==> config.mk <==
export PLATFORM = sky130hd
export DESIGN_NAME = instr_ram_loader
export DESIGN_NICKNAME = d
export VERILOG_FILES = /design/src/rtl/instr_ram_loader.sv
export SDC_FILE = /design/constraint.sdc
export NUM_CORES = 1
export LEC_CHECK = 0
export ABC_AREA = 1
export CAP_MARGIN = 15
export CORE_ASPECT_RATIO = 1.5
export CORE_UTILIZATION = 35
export DETAILED_ROUTE_END_ITERATION = 8
export GPL_ROUTABILITY_DRIVEN = 0
export PLACE_DENSITY_LB_ADDON = 0.05
export SKIP_CTS_REPAIR_TIMING = 1
export SLEW_MARGIN = 0
export SYNTH_ARGS = -nofsm -noshare
export SYNTH_HDL_FRONTEND = slang
export SYNTH_SLANG_ARGS = --single-unit
==> constraint.sdc <==
create_clock -name clock -period 1.3 [get_ports clock]
set_input_delay 0.13 -clock clock [delete_from_list [all_inputs] [get_ports clock]]
set_output_delay 0.13 -clock clock [all_outputs]
set_load 0.01 [all_outputs]
==> src/rtl/instr_ram_loader.sv <==
// instr_ram_loader: packs four 16-bit program words into one 64-bit
// instruction ({w0,w1,w2,w3}, w0 in [63:48]) and writes consecutive
// instruction RAM slots from address 0 until an EOF opcode is written.
// Optional build macro LOADER_CHECKSUM_EN adds a running word checksum that
// is compared against expected_checksum when the EOF instruction completes.
module instr_ram_loader #(
   parameter int          ADDR_W     = 16,
   parameter int          DEPTH      = 256,
   parameter logic [15:0] EOF_OPCODE = 16'h0000
) (
   input  logic              clock,
   input  logic              reset_n,
   input  logic              start,
   input  logic [15:0]       word_in,
   input  logic              word_valid,
   output logic              word_ready,
   output logic [ADDR_W-1:0] ram_address,
   output logic [63:0]       ram_data,
   output logic              ram_wren,
   output logic              busy,
   output logic              done,
   output logic              error,
   output logic [ADDR_W-1:0] instr_count
`ifdef LOADER_CHECKSUM_EN
   ,
   output logic [15:0]       checksum,
   input  logic [15:0]       expected_checksum
`endif
);

   typedef enum logic [2:0] {
      S_IDLE    = 3'd0,
      S_COLLECT = 3'd1,
      S_WRITE   = 3'd2,
      S_DONE    = 3'd3,
      S_ERROR   = 3'd4
   } state_t;

   // One extra address bit so that "address == DEPTH" is representable and
   // the overflow check can never be defeated by a silent wrap.
   localparam logic [ADDR_W:0] LP_DEPTH = (ADDR_W + 1)'(DEPTH);

   state_t            r_state;
   logic [ADDR_W:0]   r_addr;
   logic [ADDR_W-1:0] r_count;
   logic [1:0]        r_idx;
   logic [63:0]       r_data;
   logic [ADDR_W-1:0] r_ram_address;
   logic              r_ram_wren;
   logic              r_word_ready;
   logic              r_busy;
   logic              r_done;
   logic              r_error;
   logic [15:0]       r_checksum;

   logic              w_accept;
   logic              w_in_range;
   logic              w_sum_ok;

   assign w_accept   = word_valid && r_word_ready;
   assign w_in_range = (r_addr < LP_DEPTH);

`ifdef LOADER_CHECKSUM_EN
   assign w_sum_ok = (r_checksum == expected_checksum);
   assign checksum = r_checksum;
`else
   assign w_sum_ok = 1'b1;
`endif

   assign word_ready  = r_word_ready;
   assign ram_address = r_ram_address;
   assign ram_data    = r_data;
   assign ram_wren    = r_ram_wren;
   assign busy        = r_busy;
   assign done        = r_done;
   assign error       = r_error;
   assign instr_count = r_count;

   // Loader FSM: word collection, RAM write strobe and status flags, all registered.
   always_ff @(posedge clock) begin
      if (!reset_n) begin
         r_state       <= S_IDLE;
         r_addr        <= '0;
         r_count       <= '0;
         r_idx         <= 2'd0;
         r_data        <= 64'h0;
         r_ram_address <= '0;
         r_ram_wren    <= 1'b0;
         r_word_ready  <= 1'b0;
         r_busy        <= 1'b0;
         r_done        <= 1'b0;
         r_error       <= 1'b0;
         r_checksum    <= 16'h0000;
      end else begin
         case (r_state)
            S_IDLE, S_DONE, S_ERROR: begin
               r_ram_wren <= 1'b0;
               if (start) begin
                  // Fresh load: any partial instruction from before is dropped.
                  r_state      <= S_COLLECT;
                  r_addr       <= '0;
                  r_count      <= '0;
                  r_idx        <= 2'd0;
                  r_data       <= 64'h0;
                  r_checksum   <= 16'h0000;
                  r_done       <= 1'b0;
                  r_error      <= 1'b0;
                  r_busy       <= 1'b1;
                  r_word_ready <= 1'b1;
               end else begin
                  r_state <= r_state;
               end
            end

            S_COLLECT: begin
               r_ram_wren <= 1'b0;
               if (w_accept) begin
                  case (r_idx)
                     2'd0:    r_data[63:48] <= word_in;
                     2'd1:    r_data[47:32] <= word_in;
                     2'd2:    r_data[31:16] <= word_in;
                     2'd3:    r_data[15:0]  <= word_in;
                     default: r_data        <= r_data;
                  endcase
                  r_checksum <= r_checksum + word_in;
                  r_idx      <= r_idx + 2'd1;
                  if (r_idx == 2'd3) begin
                     // Strobe is raised in the WRITE cycle only when a slot remains.
                     r_state       <= S_WRITE;
                     r_word_ready  <= 1'b0;
                     r_ram_address <= r_addr[ADDR_W-1:0];
                     r_ram_wren    <= w_in_range;
                  end else begin
                     r_state <= S_COLLECT;
                  end
               end else begin
                  r_state <= S_COLLECT;
               end
            end

            S_WRITE: begin
               r_ram_wren <= 1'b0;
               if (w_in_range) begin
                  r_addr  <= r_addr + (ADDR_W + 1)'(1);
                  r_count <= r_count + ADDR_W'(1);
                  if (r_data[63:48] == EOF_OPCODE) begin
                     r_busy <= 1'b0;
                     if (w_sum_ok) begin
                        r_state <= S_DONE;
                        r_done  <= 1'b1;
                     end else begin
                        r_state <= S_ERROR;
                        r_error <= 1'b1;
                     end
                  end else begin
                     r_state      <= S_COLLECT;
                     r_word_ready <= 1'b1;
                  end
               end else begin
                  // Overflow: RAM is full, nothing written.
                  r_state <= S_ERROR;
                  r_error <= 1'b1;
                  r_busy  <= 1'b0;
               end
            end

            default: begin
               r_state      <= S_IDLE;
               r_ram_wren   <= 1'b0;
               r_word_ready <= 1'b0;
               r_busy       <= 1'b0;
            end
         endcase
      end
   end

endmodule

# == Word level (Yosys, flattened, before mapping) ==
# Index checks and enable logic that the tools add are counted.
# word_totals
out_inout_bits,101
elab_cells,93
register_bits,123
in_bits,20
# op_classes
mux,37
eq_ne,18
reduce_logical,19
n_bitwise,1
magnitude_cmp,1
n_addsub,3
# ops
cell,n
$mux 64,2
$pmux 64 s2,1
$mux 16,6
$mux 17,2
$pmux 17 s2,1
$pmux 16 s2,1
$reduce_and 4->1,6
$add 17x1->17 const B,1
$lt 17x9->1 const B,1
$add 16x1->16 const B,1
$logic_not 16->1,1
$reduce_and 3->1,5
$ne 2x2->1 const B,7
$mux 1,11
$mux 3,3
$pmux 3 s3,1
$mux 2,4
$eq 3x2->1 const B,2
$ne 2x1->1 const B,3
$pmux 1 s3,2
$reduce_and 5->1,1
$eq 2x2->1 const B,2
$pmux 1 s2,2
$pmux 2 s2,1
11 further kinds,12

# == Longest topological paths before layout ==
# logic_depth
word_depth,4
mapped_depth,12
depth_no_buf,11

# == Worst setup path before layout ==
# OpenSTA, ideal clock, no wires.
# synth_timing
path_kind,flip-flop to flip-flop
startpoint,register r_state[0]
endpoint,"register r_data[16], in the netlist ram_data[16]"
required_time_ps,1182
synth_period_minus_slack_ps,1411
path_stages_with_launch,9
n_path_buf,2
t_arrival_ps,1293
path_slack_ps,-111
cell_sequence,dfxtp_1 -> nand3_2 -> buf_4 -> or2_0 -> nand2_1 -> nor2_2 -> buf_4 -> o21ai_0 -> nor2_1
# synth_via
elab_chain_cells,4
elab_cells_between_ends,11
cone_classes,eq/ne: 6; mux: 1; reduce/logical: 4
# synth_lines
element,line_no,source
"start, declared",43,state_t r_state;
"start signal, assigned",111,r_state <= r_state;
"$eq 3x2->1, or another cell as far along",95,case (r_state)
$reduce_or 3->1,95,
$ne 2x2->1 (no source line) or $reduce_bool 2->1 (tied branches),--,
$reduce_and 4->1 (no source line),--,
"end signal, assigned",121,2'd2: r_data[31:16] <= word_in;
"end signal, assigned",123,default: r_data <= r_data;
"end, declared",47,logic [63:0] r_data;
# Several ways; a longest one is shown, not always the timed one.
# A chain may end at the register's enable or synchronous reset.

# == Worst setup path after layout ==
# layout_timing
startpoint,register r_state[1]
endpoint,"register r_data[42], in the netlist ram_data[42]"
# The elaborated chain is that of the path after synthesis.

==> flow_summary.json <==
{
  "die_area_um2": 15600,
  "cp-end-kind": "flip-flop",
  "finalInstanceArea_um2": 9710,
  "worstSetupEndpoint": "ram_data[42]",
  "grt_pass1_vias": 5496,
  "start_util_pct": 36.1,
  "clock_latency_ns": 0.42,
  "io_buffers": 120,
  "synth_area_per_cell_um2": 7.09,
  "final_nets": 1019,
  "status": "finished with violations",
  "finalCriticalPeriod_ns": 1.60,
  "grt_use_total_pct": 21.4,
  "rsz0062_at_grt": "true",
  "rows": 54,
  "fin_setup_tns_ns": -23.11,
  "critPathLaunchType": "flip-flop",
  "num_vias": 5893,
  "synth_warnings": 0,
  "mostFrequentLayoutCells": "121 x nor2_1, 115 x nand2_1, 111 x dfxtp_1, 101 x dlymetal6s2s_1, 91 x buf_4",
  "dpl.hpwl_um": 12000,
  "cp-startpoint": "r_state[1]",
  "grt_max_degree": 35,
  "reg2reg_from": "r_state[1]",
  "die_y_um": 153,
  "hold_class": "in2reg",
  "finalWorstSetupSlack_ns": -0.297,
  "rr_endpoint": "ram_data[42]",
  "antenna_found_initial": 0,
  "vdd.ir_drop.worst_mv": 0.822,
  "cts_max_path_buffers": 2,
  "cts_tree": "done",
  "layout_commonest_cell": "nor2_1",
  "ys_seq_area_share_pct": 46.5,
  "synth_seq_cells": 123,
  "grt-ovfl-total": 0,
  "r2r_setup_slack_ns": -0.30,
  "hold_viol": 0,
  "slew_headroom_pct": 70.1,
  "synth_top_area_share_pct": 46.5,
  "htree_levels": 4,
  "drt_iter0_drc": 125,
  "place_area_um2": 7470,
  "synth.cell_area_um2": 5290,
  "yosysTopAreaCell": "dfxtp_1",
  "p_leak_uw": 0.00553,
  "drive_gt1_share_pct": 37.3,
  "fmaxAchievable_ghz": 0.626,
  "synth_area_leaders": "dfxtp_1 47%, nand2_1 11%, nor2_1 10%",
  "drcViolationCount": 0,
  "fin_crit_sh_pct": 123,
  "vias_per_cell": 4.91,
  "drv_slew": 0,
  "violations": "negative setup slack",
  "cts_buffers": 17,
  "grt_first_pass_wirelength_um": 25900,
  "drt_wl_total_um": 18600,
  "die_width_um": 102,
  "critPathMaxFanout": 6,
  "worstPathRequired_ns": 1.65,
  "cap_viol_max_count": 0,
  "power_density_nw_per_um2": 1180,
  "worstSetupPathType": "reg2reg",
  "post_drt_wl_per_cell_um": 15.5,
  "path_clk_slew_ns": 0.06,
  "fillers": 1250,
  "synthesis.nets": 772,
  "route.antenna.remaining_nets": 0,
  "syn_inst": 746,
  "fin_skew_ns": 0.00931,
  "clock_sinks": 123,
  "core_um2": 14700,
  "n_antenna_cell": 0,
  "worst_slew_pin_slew_ns": 0.449,
  "cp.arrival_ns": 1.94,
  "ff2ff_path_depth": 12,
  "whs_path_depth": 5,
  "power.total_uw": 11400,
  "cts_root_buffer": "clkbuf_16",
  "syn_to_final_growth_pct": 83.6,
  "dr.pass1.iters": 5,
  "setup_viol": 122,
  "ys_types": 31,
  "io_pins": 121
}
flip-flops by register name, indices dropped and copies added, names as in the netlist:
signal / count
error: 1
busy: 1
word_ready: 1
r_addr: 17
r_state: 3
ram_wren: 1
instr_count: 16
ram_data: 64
r_idx: 2
ram_address: 16
done: 1
power breakdown:
part / switching (uW) / total (uW) / internal [uW]
sequential: 147 / 4150 / 4000
combinational: 1350 / 2580 / 1230
clock: 1830 / 4700 / 2870
total: 3320 / 11400 / 8100
through the flow:
step,hold WS (ns),cells,utilization (%),setup WS [ns]
6_report,0.176,1201,66.3,-0.297
5_1_grt,0.188,1201,66.3,-0.375
4_1_cts,0.195,1157,54.9,-0.284
3_5_place_dp,0.450,1126,51.0,-0.294
3_3_place_gp,0.429,1126,51.0,-0.301
2_1_floorplan,0.322,746,-,-0.0574
worst max-delay path: stages (launching register included):
cell     delay [ns]
dfxtp_4        0.40
inv_6          0.06
nand2_4        0.06
nand2_4        0.08
inv_2          0.07
nand2_4        0.08
nand2_8        0.11
nand2_4        0.07
nor2_4         0.16
buf_6          0.12
buf_12         0.12
o21ai_2        0.05
nor2_1         0.14
kinds of logic (layout without fill, tap and decap cells):
logic type,Yosys count,in the layout,share of synthesized area (%)
AND/OR/NAND/NOR,397,400,31.9
AO/OA/AOI/OAI,116,116,11.4
XOR/XNOR,4,4,0.662
buffers and inverters,100,356,8.09
adder cells (fa/ha/maj),6,6,1.42
flip-flops,123,123,46.5
worst min-delay path by stage:
| stage | startpoint | endpoint | slack, ns |
|---|---|---|---|
| 3_3_place_gp | r_addr[16] | r_addr[16] | 0.43 |
| 3_5_place_dp | r_addr[16] | r_addr[16] | 0.45 |
| 2_1_floorplan | reset_n | r_state[2] | 0.32 |
| 4_1_cts | reset_n | instr_count[12] | 0.19 |
| 5_1_grt | reset_n | instr_count[10] | 0.19 |
| 6_report | reset_n | instr_count[10] | 0.18 |
area by class of cell:
class	instances	area (um^2)	share of cell area [%]
timing repair inverter	1	11.3	0.116
timing repair buffer	258	2820	29.1
sequential	123	2490	25.6
inverter	66	288	2.96
multi-input combinational	526	3280	33.7
tap	196	245	2.52
clock buffer	18	439	4.52
clock inverter	13	144	1.48
synth_stat cells (all sizes together):
| cell type | instances |
|---|---|
| a211oi | 1 |
| a21oi | 52 |
| buf | 23 |
| clkbuf | 11 |
| dfxtp | 123 |
| ha | 6 |
| inv | 66 |
| nand2 | 160 |
| nand3 | 30 |
| nand3b | 1 |
| nand4 | 11 |
| nor2 | 148 |
| nor3 | 39 |
| nor4 | 1 |
| o211ai | 1 |
| o21a | 2 |
| o21ai | 60 |
| or2 | 7 |
| xor2 | 4 |
metal layers:
layer  share of wire [%]  routed length (um)  GRT usage [%]  vias to the layer above
met5                   0                   0              0                        -
met4                 3.7                 681           7.48                        0
met3                 4.0                 736           5.09                       47
met2                  56               10300           40.9                      147
met1                  37                6820           21.9                     2797
li1                    -                   -              -                     2902
(Power assumes the default switching activity.)
==> patch 1, RTL diff (same flow settings) <==
Change the parameter `ADDR_W` from 16 to 15.
--- a/src/rtl/instr_ram_loader.sv
+++ b/src/rtl/instr_ram_loader.sv
@@ -4,7 +4,7 @@
 // Optional build macro LOADER_CHECKSUM_EN adds a running word checksum that
 // is compared against expected_checksum when the EOF instruction completes.
 module instr_ram_loader #(
-   parameter int          ADDR_W     = 16,
+   parameter int          ADDR_W     = 15,
    parameter int          DEPTH      = 256,
    parameter logic [15:0] EOF_OPCODE = 16'h0000
 ) (
Interface: changed (resized instr_count and ram_address); port bits go from 121 to 119. No check against the original RTL was run, so the function may have changed too.
==> patch 1 against the unedited design <==
- the flow still finishes with violations (setup timing)
- sequential cell count decreased by 3
- setup slack improved by 26 ps
- wire length decreased by 11%
- total power decreased by 3.3%
- count of clock-buffer cells in the layout decreased by 1
- combinational power decreased by 14%
- final area decreased by 13%
- synthesized area decreased by 3.3%
- clock skew increased by 4.1 ps
- via count decreased by 9.9%
- highest routed layer unchanged
==> patch 1: results (changes against the unedited design) <==
ANT cells 0 (unchanged); Vias/cell 4.87 (was 4.91); worst-path maximum fanout 7 (was 6); failing checks setup timing (unchanged); async set or reset register ratio after synthesis 0 (unchanged); outcome complete, but fails checks (unchanged); Worst path top cell family by delay simple AND/OR/NAND/NOR gates (unchanged); peak supply drop 0.000674 V (was 0.000822 V); post-synthesis sequential area ratio 0.469 (was 0.465); final worst slack -272 ps (was -297 ps); setup violators final 155 (was 122); met3 Resource Use GR 0.0515 (was 0.0509); Setup WS pre-CTS -361 ps (was -294 ps); Clk Tree Root Cell clkbuf_16 (unchanged); Area contributors post-synth dfxtp_1, nand2_1, nor2_1 (unchanged); pin count of the biggest net entering global routing 41 (was 35); CTS HTree Levels 4 (unchanged); HP Class input port to flip-flop (unchanged); total track usage 0.217 (was 0.214); clock skew 13.4 ps (was 9.31 ps); CTS buffer count 17 (unchanged); clock transition at the registers of the reported paths about 50 ps; Final Net Count 913 (was 1,019); drt first-iter violations 140 (was 125); met2 GRT Util 0.403 (was 0.409); Leak Pwr 4.31 nW (was 5.53 nW); Synth top cells by count dfxtp_1, nand2_1, nor2_1, inv_1 (was nand2_1, nor2_1, dfxtp_1, inv_1, o21ai_0); Slew HR 0.816 (was 0.701); hpwl dp 11,500 um (was 12,000 um); Cell variety after synth 29 (was 31); clk_lat worst skew 420 ps (about the same); Ys Warns 0 (unchanged); Syn Nets 724 (was 772); Routed WL 16,500 um (was 18,600 um); setup tns final -22,890 ps (was -23,110 ps); initial antenna violation count 0 (unchanged); layout cells sized above 1 0.266 (was 0.373); crit-path max cell delay 360 ps (was 400 ps); Sw Share 0.282 (was 0.291); crit path DAT 1920 ps (was 1940 ps); number of flip-flops under the largest register name 64 (unchanged); vias in the first global route 5,253 (was 5,496); Initial DRT Pass Iterations 4 (was 5); GR Util met1 0.223 (was 0.219); number of port buffers 118 (was 120); maximum clock insertion buffer count 2 (unchanged); first-pass GRT wire length 25,200 um (was 25,900 um); total gr overflow 0 (unchanged); top_reg_cell synth dfxtp_1 (unchanged); hold slack 73.7 ps (was 176 ps)
-- patch 1: cell types whose count changed after synthesis, sizes merged, moves of 2 or more --
cell    change
o21a        -2
or2         -7
nor3       +13
nand2      -35
nand3b      +2
dfxtp       -3
xor2        -3
a21oi       +3
nor3b       +4
o21ai      +20
nand4       -5
nor2       -37
nand3       +4
-- patch 1: layout make-up --
| cell class | instances | area, um2 |
|---|---|---|
| clock buffer | 17 | 425 |
| clock inverter | 13 | 173 |
| fill | 1278 | 5670 |
| inverter | 66 | 270 |
| multi-input combinational | 481 | 2780 |
| sequential | 120 | 2410 |
| tap | 192 | 240 |
| timing repair buffer | 201 | 2150 |
-- patch 1: layer usage --
layer	part of all wire	routed length [um]
met3	0.041	679
met5	0	0
met1	0.38	6290
met4	0.018	291
met2	0.56	9280
-- patch 1: path summary, 6_finish.rpt --
path	from	end	depth (start not counted)
setup / recovery	r_state[1]	ram_data[52]	10
hold / removal	reset_n	r_state[1]	3
setup reg to reg	r_state[1]	ram_data[52]	10
hold reg to reg	r_addr[15]	r_addr[15]	2
-- patch 1: power groups by stage --
| stage | Clock, mW | Sequential (mW) | Combinational, mW |
|---|---|---|---|
| after floorplan | 0 | 4.18 | 0.889 |
| after global placement | 0 | 4.10 | 1.88 |
| after detailed placement | 0 | 4.10 | 1.90 |
| after CTS | 4.89 | 4.03 | 1.91 |
| after global routing | 5.04 | 4.05 | 2.38 |
| final | 4.82 | 4.03 | 2.21 |
-- patch 1: worst reg2reg max path, cell delays in order (launching register included) --
cell and delay [ps]:
dfxtp_4 360, inv_2 70, nand2_4 60, nor2_4 170
buf_6 150, buf_12 130, nand2_8 60, nand2_8 110
buf_12 150, nand3_1 110, a21oi_2 150
-- patch 1: cell families after synthesis --
kind of cell	share of synthesized area
and+or+nand+nor	0.293
AOI/OAI and AO/OA	0.139
DFF	0.469
buffers and inverters	0.0816
adders and majority gates	0.0147
xor gates and xnor gates	0.00171
-- patch 1: per-stage QoR --
step	instance area (um2)	power, mW	cells
after floorplan	5240	5.07	698
final	8450	11.1	1090
after detailed placement	7090	6.00	1046
after global placement	7090	5.99	1046
after global routing	8450	11.5	1090
after CTS	7690	10.8	1076
==> patch 2, RTL diff (config.mk and constraints unchanged) <==
Without the edit above. Put one more register stage on the output `instr_count`, cleared by the reset. The value now appears one clock later. The other outputs are not delayed to match.
--- a/src/rtl/instr_ram_loader.sv
+++ b/src/rtl/instr_ram_loader.sv
@@ -74,7 +74,13 @@
    assign busy        = r_busy;
    assign done        = r_done;
    assign error       = r_error;
-   assign instr_count = r_count;
+   always_ff @(posedge clock) begin
+      if (!reset_n) begin
+         instr_count <= '0;
+      end else begin
+         instr_count <= r_count;
+      end
+   end
 
    // Loader FSM: word collection, RAM write strobe and status flags, all registered.
    always_ff @(posedge clock) begin
Behaviour: not the same (Yosys sat finds a counterexample within 10 cycles, from zero or initial values and one cycle with reset_n low).
==> patch 2 against the unedited design <==
- the flow still finishes with violations (setup timing)
- setup slack gained 1.9 ps
- worst hold slack got worse by 38 ps
- final area down 2.6%
- sequential cell count grew 16
- combinational power increased by 53%
- wire length decreased by 3.9%
- synthesized area rose by 9.6%
- total power is 22% higher
- critical path type unchanged
==> patch 2: results (changes against the unedited design) <==
total number of vias 5,712 (was 5,893); post-synthesis sequential area ratio 0.480 (was 0.465); drt first-iter violations 194 (was 125); Synth Area in XOR/XNOR 0.00604 (was 0.00662); DP Cell Count 1,153 (was 1,126); drt wl/cell 14.7 um (was 15.5 um); first-pass GRT wire length 26,400 um (was 25,900 um); hpwl dp 11,600 um (was 12,000 um); Cell variety after synth 33 (was 31); total track usage 0.195 (was 0.214); outcome complete, but fails checks (unchanged); crit-path max cell delay 360 ps (was 400 ps); post-synthesis adder-cell area fraction 0.0129 (was 0.0142); Area after DPL 7780 um2 (was 7470 um2); final worst slack -295 ps (was -297 ps); clock skew 10.1 ps (was 9.31 ps); peak supply drop 0.000662 V (was 0.000822 V); Synth Instances 791 (was 746); Initial DRT Pass Iterations 4 (was 5); failing checks setup timing (unchanged); Leak Pwr 5.51 nW (was 5.53 nW); number of flip-flops under the largest register name 64 (unchanged); Area contributors post-synth dfxtp_1, nor2_1, nand2_1 (was dfxtp_1, nand2_1, nor2_1); crit path DAT 1900 ps (was 1940 ps); clk_lat worst skew 420 ps (about the same); vias in the first global route 5,545 (was 5,496); Worst path top cell family by delay buffers and inverters (was simple AND/OR/NAND/NOR gates); Synth top cells by count nor2_1, dfxtp_1, nand2_1, inv_1, o21ai_0 (was nand2_1, nor2_1, dfxtp_1, inv_1, o21ai_0); pin count of the biggest net entering global routing 75 (was 35); setup violators final 118 (was 122); Routed WL 17,900 um (was 18,600 um)
patch 2: cell types whose count changed in the layout (fill, tap and decap cells not counted), moves of 17 or more:
cell	unedited run	this run
inv_1	48	80
nor2_2	12	29
nand3_1	15	41
buf_4	91	63
dfxtp_1	111	134
buf_6	29	11
o21ai_0	2	21
o21ai_2	39	17
o21ai_1	16	37
patch 2: path summary, 6_finish.rpt:
kind              startpoint            to  slack (ps)  cells past startpoint
setup reg to reg  r_state[1]  ram_data[38]        -300                      9
hold reg to reg   r_addr[16]    r_addr[16]         450                      2
setup / recovery  r_state[1]  ram_data[38]        -300                      9
hold / removal       reset_n    r_addr[10]         140                      3
patch 2: area by class of cell:
cell class | count | area [um2]
well taps | 206 | 258
repair inverters | 2 | 27.5
clock inverters | 13 | 168
repair buffers | 210 | 2380
flip-flops and latches | 139 | 2800
fillers | 1467 | 6730
inverters | 94 | 395
multi-input cells | 529 | 3000
clock buffers | 18 | 439
patch 2: worst register-to-register path, delay by kind of cell, from the launching register on:
| family | cells | cell delay (ps) |
|---|---|---|
| buf+inv | 3 | 470 |
| simple gates | 4 | 440 |
| flops | 1 | 360 |
| compound gates | 2 | 230 |
patch 2: where the power goes:
group          total [mW]  switching (mW)  internal, mW  leakage [nW]
Sequential           4.92           0.288          4.64          1.13
Clock                5.01            1.94          3.07         0.293
Combinational        3.96            2.17          1.78          4.09
Total                13.9            4.40          9.50          5.51
patch 2: layer usage:
layer,up-vias,track usage,routed length (um),part of all wire
met3,32,0.0351,665,0.037
met2,144,0.365,9810,0.55
met4,0,0.0679,497,0.028
met1,2637,0.216,6890,0.39
met5,-,0,0,0
li1,2899,-,-,-
patch 2: logic make-up after synthesis:
family	Yosys count
AOI/OAI and AO/OA	130
DFF	139
adders and majority gates	6
and+or+nand+nor	385
buffers and inverters	127
xor gates and xnor gates	4
